==> src/rtl/countdown_timer_mux.sv <==
// Multi-digit BCD countdown timer with pause/abort and a multiplexed 7-segment scan driver.
// Optional: define LEADING_ZERO_BLANK_EN to blank leading zero digits (digit 0 always shows).
module countdown_timer_mux #(
    parameter int unsigned NUM_DIGITS = 2,
    parameter int unsigned TICK_DIV   = 100000000,
    parameter int unsigned SCAN_DIV   = 50000
) (
    input  logic                    clk,
    input  logic                    rst_n,
    input  logic                    start,
    input  logic                    pause_req,
    input  logic                    abort,
    input  logic [4*NUM_DIGITS-1:0] load_bcd,
    output logic                    counting,
    output logic                    paused,
    output logic                    done,
    output logic                    aborted,
    output logic [4*NUM_DIGITS-1:0] value_bcd,
    output logic [7:0]              seg,
    output logic [NUM_DIGITS-1:0]   digit_sel
);

    localparam int unsigned VW = 4 * NUM_DIGITS;
    localparam int unsigned TW = $clog2(TICK_DIV);
    localparam int unsigned SW = $clog2(SCAN_DIV);
    localparam int unsigned IW = (NUM_DIGITS > 1) ? $clog2(NUM_DIGITS) : 1;

    localparam logic [1:0] StIdle  = 2'd0;
    localparam logic [1:0] StRun   = 2'd1;
    localparam logic [1:0] StPause = 2'd2;

    logic [1:0]            state_q, state_d;
    logic [TW-1:0]         tick_q, tick_d;
    logic [VW-1:0]         value_q, value_d;
    logic                  counting_q, paused_q, done_q, done_d, aborted_q, aborted_d;
    logic [SW-1:0]         scan_q;
    logic [IW-1:0]         index_q;
    logic [7:0]            seg_q, cur_pat;
    logic [NUM_DIGITS-1:0] sel_q, cur_sel;
    logic [VW-1:0]         clamped, decremented;
    logic [3:0]            nib, ld_nib;
    logic                  borrow;
    logic                  scan_wrap;

    function automatic logic [7:0] seg_pattern(input logic [3:0] d);
        case (d)
            4'd0:    seg_pattern = 8'h3F;
            4'd1:    seg_pattern = 8'h06;
            4'd2:    seg_pattern = 8'h5B;
            4'd3:    seg_pattern = 8'h4F;
            4'd4:    seg_pattern = 8'h66;
            4'd5:    seg_pattern = 8'h6D;
            4'd6:    seg_pattern = 8'h7D;
            4'd7:    seg_pattern = 8'h07;
            4'd8:    seg_pattern = 8'h7F;
            4'd9:    seg_pattern = 8'h6F;
            default: seg_pattern = 8'h00;
        endcase
    endfunction

    // Per-digit load clamp and ripple-borrow BCD decrement.
    always_comb begin
        clamped     = '0;
        decremented = '0;
        nib         = '0;
        ld_nib      = '0;
        borrow      = 1'b1;
        for (int i = 0; i < NUM_DIGITS; i++) begin
            nib    = value_q[4*i +: 4];
            ld_nib = load_bcd[4*i +: 4];
            clamped[4*i +: 4] = (ld_nib > 4'd9) ? 4'd9 : ld_nib;
            if (borrow) begin
                if (nib == 4'd0) begin
                    decremented[4*i +: 4] = 4'd9;
                end else begin
                    decremented[4*i +: 4] = nib - 4'd1;
                    borrow = 1'b0;
                end
            end else begin
                decremented[4*i +: 4] = nib;
            end
        end
    end

    always_comb begin
        state_d   = state_q;
        tick_d    = tick_q;
        value_d   = value_q;
        done_d    = 1'b0;
        aborted_d = 1'b0;
        case (state_q)
            StIdle: begin
                if (start) begin
                    value_d = clamped;
                    tick_d  = '0;
                    state_d = StRun;
                end
            end
            StRun: begin
                if (abort) begin
                    aborted_d = 1'b1;
                    tick_d    = '0;
                    state_d   = StIdle;
                end else if (pause_req) begin
                    state_d = StPause;
                end else if (tick_q == TW'(TICK_DIV - 1)) begin
                    tick_d = '0;
                    if (value_q == '0) begin
                        done_d  = 1'b1;
                        state_d = StIdle;
                    end else begin
                        value_d = decremented;
                    end
                end else begin
                    tick_d = tick_q + 1'b1;
                end
            end
            StPause: begin
                if (abort) begin
                    aborted_d = 1'b1;
                    tick_d    = '0;
                    state_d   = StIdle;
                end else if (pause_req) begin
                    state_d = StRun;
                end
            end
            default: state_d = StIdle;
        endcase
    end

    always_ff @(posedge clk or negedge rst_n) begin
        if (!rst_n) begin
            state_q    <= StIdle;
            tick_q     <= '0;
            value_q    <= '0;
            counting_q <= 1'b0;
            paused_q   <= 1'b0;
            done_q     <= 1'b0;
            aborted_q  <= 1'b0;
        end else begin
            state_q    <= state_d;
            tick_q     <= tick_d;
            value_q    <= value_d;
            counting_q <= (state_d != StIdle);
            paused_q   <= (state_d == StPause);
            done_q     <= done_d;
            aborted_q  <= aborted_d;
        end
    end

`ifdef LEADING_ZERO_BLANK_EN
    logic [NUM_DIGITS-1:0] blank;
    logic                  upper_zero;
`endif

    // Pattern for the digit currently indexed; latched into seg on slot wrap.
    always_comb begin
        cur_pat = 8'h00;
        cur_sel = '0;
`ifdef LEADING_ZERO_BLANK_EN
        blank      = '0;
        upper_zero = 1'b1;
        for (int i = NUM_DIGITS - 1; i > 0; i--) begin
            upper_zero = upper_zero && (value_q[4*i +: 4] == 4'd0);
            blank[i]   = upper_zero;
        end
`endif
        for (int i = 0; i < NUM_DIGITS; i++) begin
            if (index_q == IW'(i)) begin
                cur_sel[i] = 1'b1;
                cur_pat    = seg_pattern(value_q[4*i +: 4]);
`ifdef LEADING_ZERO_BLANK_EN
                if (blank[i]) cur_pat = 8'h00;
`endif
            end
        end
    end

    assign scan_wrap = (scan_q == SW'(SCAN_DIV - 1));

    always_ff @(posedge clk or negedge rst_n) begin
        if (!rst_n) begin
            scan_q  <= '0;
            index_q <= '0;
            seg_q   <= 8'h00;
            sel_q   <= NUM_DIGITS'(1);
        end else if (scan_wrap) begin
            scan_q  <= '0;
            index_q <= (index_q == IW'(NUM_DIGITS - 1)) ? '0 : index_q + 1'b1;
            seg_q   <= cur_pat;
            sel_q   <= cur_sel;
        end else begin
            scan_q <= scan_q + 1'b1;
        end
    end

    assign counting  = counting_q;
    assign paused    = paused_q;
    assign done      = done_q;
    assign aborted   = aborted_q;
    assign value_bcd = value_q;
    assign seg       = seg_q;
    assign digit_sel = sel_q;

endmodule

==> config.mk <==
export PLATFORM = sky130hd
export DESIGN_NAME = countdown_timer_mux
export DESIGN_NICKNAME = d
export VERILOG_FILES = /design/src/rtl/countdown_timer_mux.sv
export SDC_FILE = /design/constraint.sdc
export NUM_CORES = 1
export LEC_CHECK = 0
export ABC_AREA = 1
export ABC_CLOCK_PERIOD_IN_PS = 2400
export CORE_MARGIN = 1
export CORE_UTILIZATION = 50
export CTS_CLUSTER_DIAMETER = 50
export DETAILED_ROUTE_END_ITERATION = 10
export GPL_ROUTABILITY_DRIVEN = 0
export GPL_TIMING_DRIVEN = 0
export PLACE_DENSITY = 0.68
export SLEW_MARGIN = 40
export SYNTH_ARGS = -nofsm -noshare
export SYNTH_HDL_FRONTEND = slang
export SYNTH_SLANG_ARGS = --single-unit
==> constraint.sdc <==
create_clock -name clk -period 2.4 [get_ports clk]
set_clock_uncertainty 0.05 [all_clocks]
set_input_delay 0.48 -clock clk [delete_from_list [all_inputs] [get_ports clk]]
set_output_delay 0.48 -clock clk [all_outputs]
set_load 0.05 [all_outputs]
==> results.cfg <==
[routing]
antenna_left = 0
wire_per_inst_microns = 12.67
drt-total-wl_microns = 9376
route.detailed.drc = 0
drtPass1Iterations = 4
drt_iter0_drc = 155
viasPerCell = 5.154
vias = 3814

[grt]
antenna_found_initial = 0
grt_max_degree = 47
met2_usage = 0.3489
gr-usage-met1 = 0.3386
overflow = 0
grt_pass1_wl_microns = 16300
top_usage_layer = met2
groute.usage.overall = 0.2320
grt_pass1_vias = 3579
globalRouteMet3Util = 0.04589

[timing]
worstMarginPinSlew_ns = 0.5009
hold_viol_final = 0
slew_violations = 0
setup_tns_ns = 0
timing.final.ws_setup_ns = 0.1685
rsz0062_at_grt = false
fin_crit_ns = 2.232
clock.fmax_ghz = 0.4481
setup_viol = 0
slew_headroom = 0.6650
period_share = 0.9298

[synthesis]
avgSynthCellArea_sq_um = 7.357
syn_nets = 616
ys.flop_type = dfrtp_1
ys_types = 42
synth_area_sq_um = 4297
netlist_instances = 584
synth-edff-count = 0
yosysSeqAreaShare = 0.3905
yosysWarnings = 0
ys_seq_elements = 67
ys_async_sr_fraction = 1.000

[cells_and_area]
fin_nets = 662
diodes = 0
finalCoreUtilization = 0.6130
drive_gt1_frac = 0.1024
syn2layout_area_growth_pct = 17.82

[worst_setup_path]
cp.arrival_ns = 1.70
crit_fanout = 8
max_stage_delay_ns = 0.86
slowest_stage = clkdlybuf4s50_1
cp.depth = 1
cp_num_buf_inv = 1
end_kind = primary output
cp_top_family = buffers and inverters
r2r_slack_ns = 0.37
rr_worst_depth = 8
reg2reg_to = value_bcd[6]$_DFFE_PN0P_
worstSetupPathType = reg -> out
reg2reg_from = state_q[1]$_DFF_PN0_
path_cells = clkdlybuf4s50_1
start_kind = register
crit_end = value_bcd[5]
crit_path_start = value_bcd[5]$_DFFE_PN0P_
required_ns = 1.87

[clock_network]
cts_setup_buffers = 0
clockBufferDepth = 2
clkLatencyLatePin_ns = 0.35
cts_resized = 0
htree_levels = 3
clockRootBuffer = clkbuf_8
clkTransAtPathRegs_ns = 0.08
cts_buffers = 9
cts_hold_buf = 1
cts_tree = yes
cts.sinks = 67

[floorplanning]
die_area_sq_um = 8968
initial_core_util = 0.5203
dieWidth_microns = 94.70
core.rowCount = 33
io_pins = 35
die_h_microns = 94.70
core_area_sq_um = 8258

[power]
leakage_nw = 2.428
vdd_drop_max_mv = 0.6578
p_per_area_nw_per_um2 = 898.5

[place]
port_buffers = 33
place_hpwl_microns = 6954
place_ws_ns = 0.2063

[worst_hold_path]
min_path_type = reg -> reg

[run_status]
status = complete, no violations

[job]
cap_violations = 0
## final cells by class
cell class,instances,area (sq um)
Fill cell,791,3196
Multi-Input combinational cell,422,2226
Sequential cell,67,1678
Timing Repair Buffer,35,369.1
Inverter,87,331.6
Clock inverter,6,137.6
Tap cell,105,131.4
Clock buffer,10,127.6
Buffer,8,61.31
## Yosys cell counts, types with 2 or more instances
| cell | number | area share |
|---|---|---|
| o22ai_1 | 2 | 0.0029 |
| nand2_2 | 6 | 0.0087 |
| nand2_1 | 129 | 0.11 |
| nor2_2 | 16 | 0.023 |
| nand3_1 | 30 | 0.035 |
| nand2_4 | 4 | 0.010 |
| nand3b_1 | 3 | 0.0052 |
| or2_2 | 2 | 0.0029 |
| xor2_1 | 17 | 0.035 |
| and3_1 | 3 | 0.0044 |
| a21oi_1 | 11 | 0.013 |
| clkbuf_1 | 2 | 0.0017 |
| o21ai_0 | 25 | 0.029 |
| nor2_1 | 88 | 0.077 |
| o21ai_1 | 3 | 0.0035 |
| dfrtp_1 | 66 | 0.38 |
| a31oi_1 | 3 | 0.0044 |
| nor2_4 | 3 | 0.0079 |
| nor3_1 | 19 | 0.022 |
| nand4_1 | 24 | 0.035 |
| nand3_2 | 3 | 0.0070 |
| buf_2 | 3 | 0.0035 |
| inv_2 | 3 | 0.0026 |
| inv_1 | 82 | 0.072 |
| nand4_2 | 2 | 0.0058 |
| ha_1 | 19 | 0.055 |
## power breakdown
| part | switching, W | total [W] | internal (W) | leakage, nW |
|---|---|---|---|---|
| Clock | 0.000474 | 0.00127 | 0.000800 | 0.131 |
| Sequential | 0.000118 | 0.00135 | 0.00124 | 0.901 |
| Combinational | 0.00130 | 0.00192 | 0.000621 | 1.40 |
## how the worst min path moves through the flow
stage | slack [ns] | to | startpoint | depth (start not counted)
CTS | 0.42 | scan_q[0]$_DFF_PN0_ | scan_q[0]$_DFF_PN0_ | 1
finish | 0.43 | scan_q[0]$_DFF_PN0_ | scan_q[0]$_DFF_PN0_ | 1
global placement | 0.40 | scan_q[0]$_DFF_PN0_ | scan_q[0]$_DFF_PN0_ | 1
floorplan | 0.13 | aborted$_DFF_PN0_ | rst_n | 0
detailed placement | 0.30 | scan_q[12]$_DFF_PN0_ | rst_n | 1
global route | 0.45 | scan_q[0]$_DFF_PN0_ | scan_q[0]$_DFF_PN0_ | 1
## cell usage in the layout (no fill, tap or decap), drive strengths merged, types with 2 or more instances in the layout
master / count
a21oi: 12
a31oi: 3
and3: 3
buf: 8
bufinv: 4
clkbuf: 12
clkdlybuf4s50: 32
clkinv: 4
dfrtp: 66
ha: 19
inv: 85
nand2: 139
nand3: 33
nand3b: 3
nand4: 26
nor2: 107
nor3: 19
o21ai: 28
o22ai: 2
or2: 2
xor2: 17
## logic make-up (layout without fill, tap and decap cells)
| group | count (synthesis) | count (layout) | synth area share |
|---|---|---|---|
| xor gates and xnor gates | 18 | 18 | 0.03669 |
| buffers and inverters | 95 | 146 | 0.09144 |
| DFF | 67 | 67 | 0.3905 |
| and+or+nand+nor | 333 | 333 | 0.3591 |
| AOI/OAI and AO/OA | 51 | 51 | 0.06611 |
| other | 1 | 1 | 0.0008728 |
| adders and majority gates | 19 | 19 | 0.05533 |
## per-layer routing
layer	wire length [microns]	vias to the layer above	share of wire
met5	0	-	0
li1	-	1949	-
met3	387	7	0.041
met2	4197	80	0.45
met4	79	0	0.0084
met1	4712	1778	0.50
## sequential cells by signal, indices dropped and copies added (netlist names)
register,flops
paused,1
state_q,2
scan_q,16
value_bcd,8
counting,1
seg,7
index_q,1
digit_sel,2
done,1
aborted,1
tick_q,27
## stage by stage
step                hold slack [ns]  total power [W]  area (sq um)  instances
global placement             0.3985         0.003253          4758        722
CTS                          0.4223         0.004563          5062        740
global route                 0.4496         0.004854          5062        740
finish                       0.4252         0.004548          5062        740
floorplan                    0.1344         0.002760          4297        584
detailed placement           0.3001         0.003282          4787        723
No activity file was read; power rests on OpenSTA's default activity.
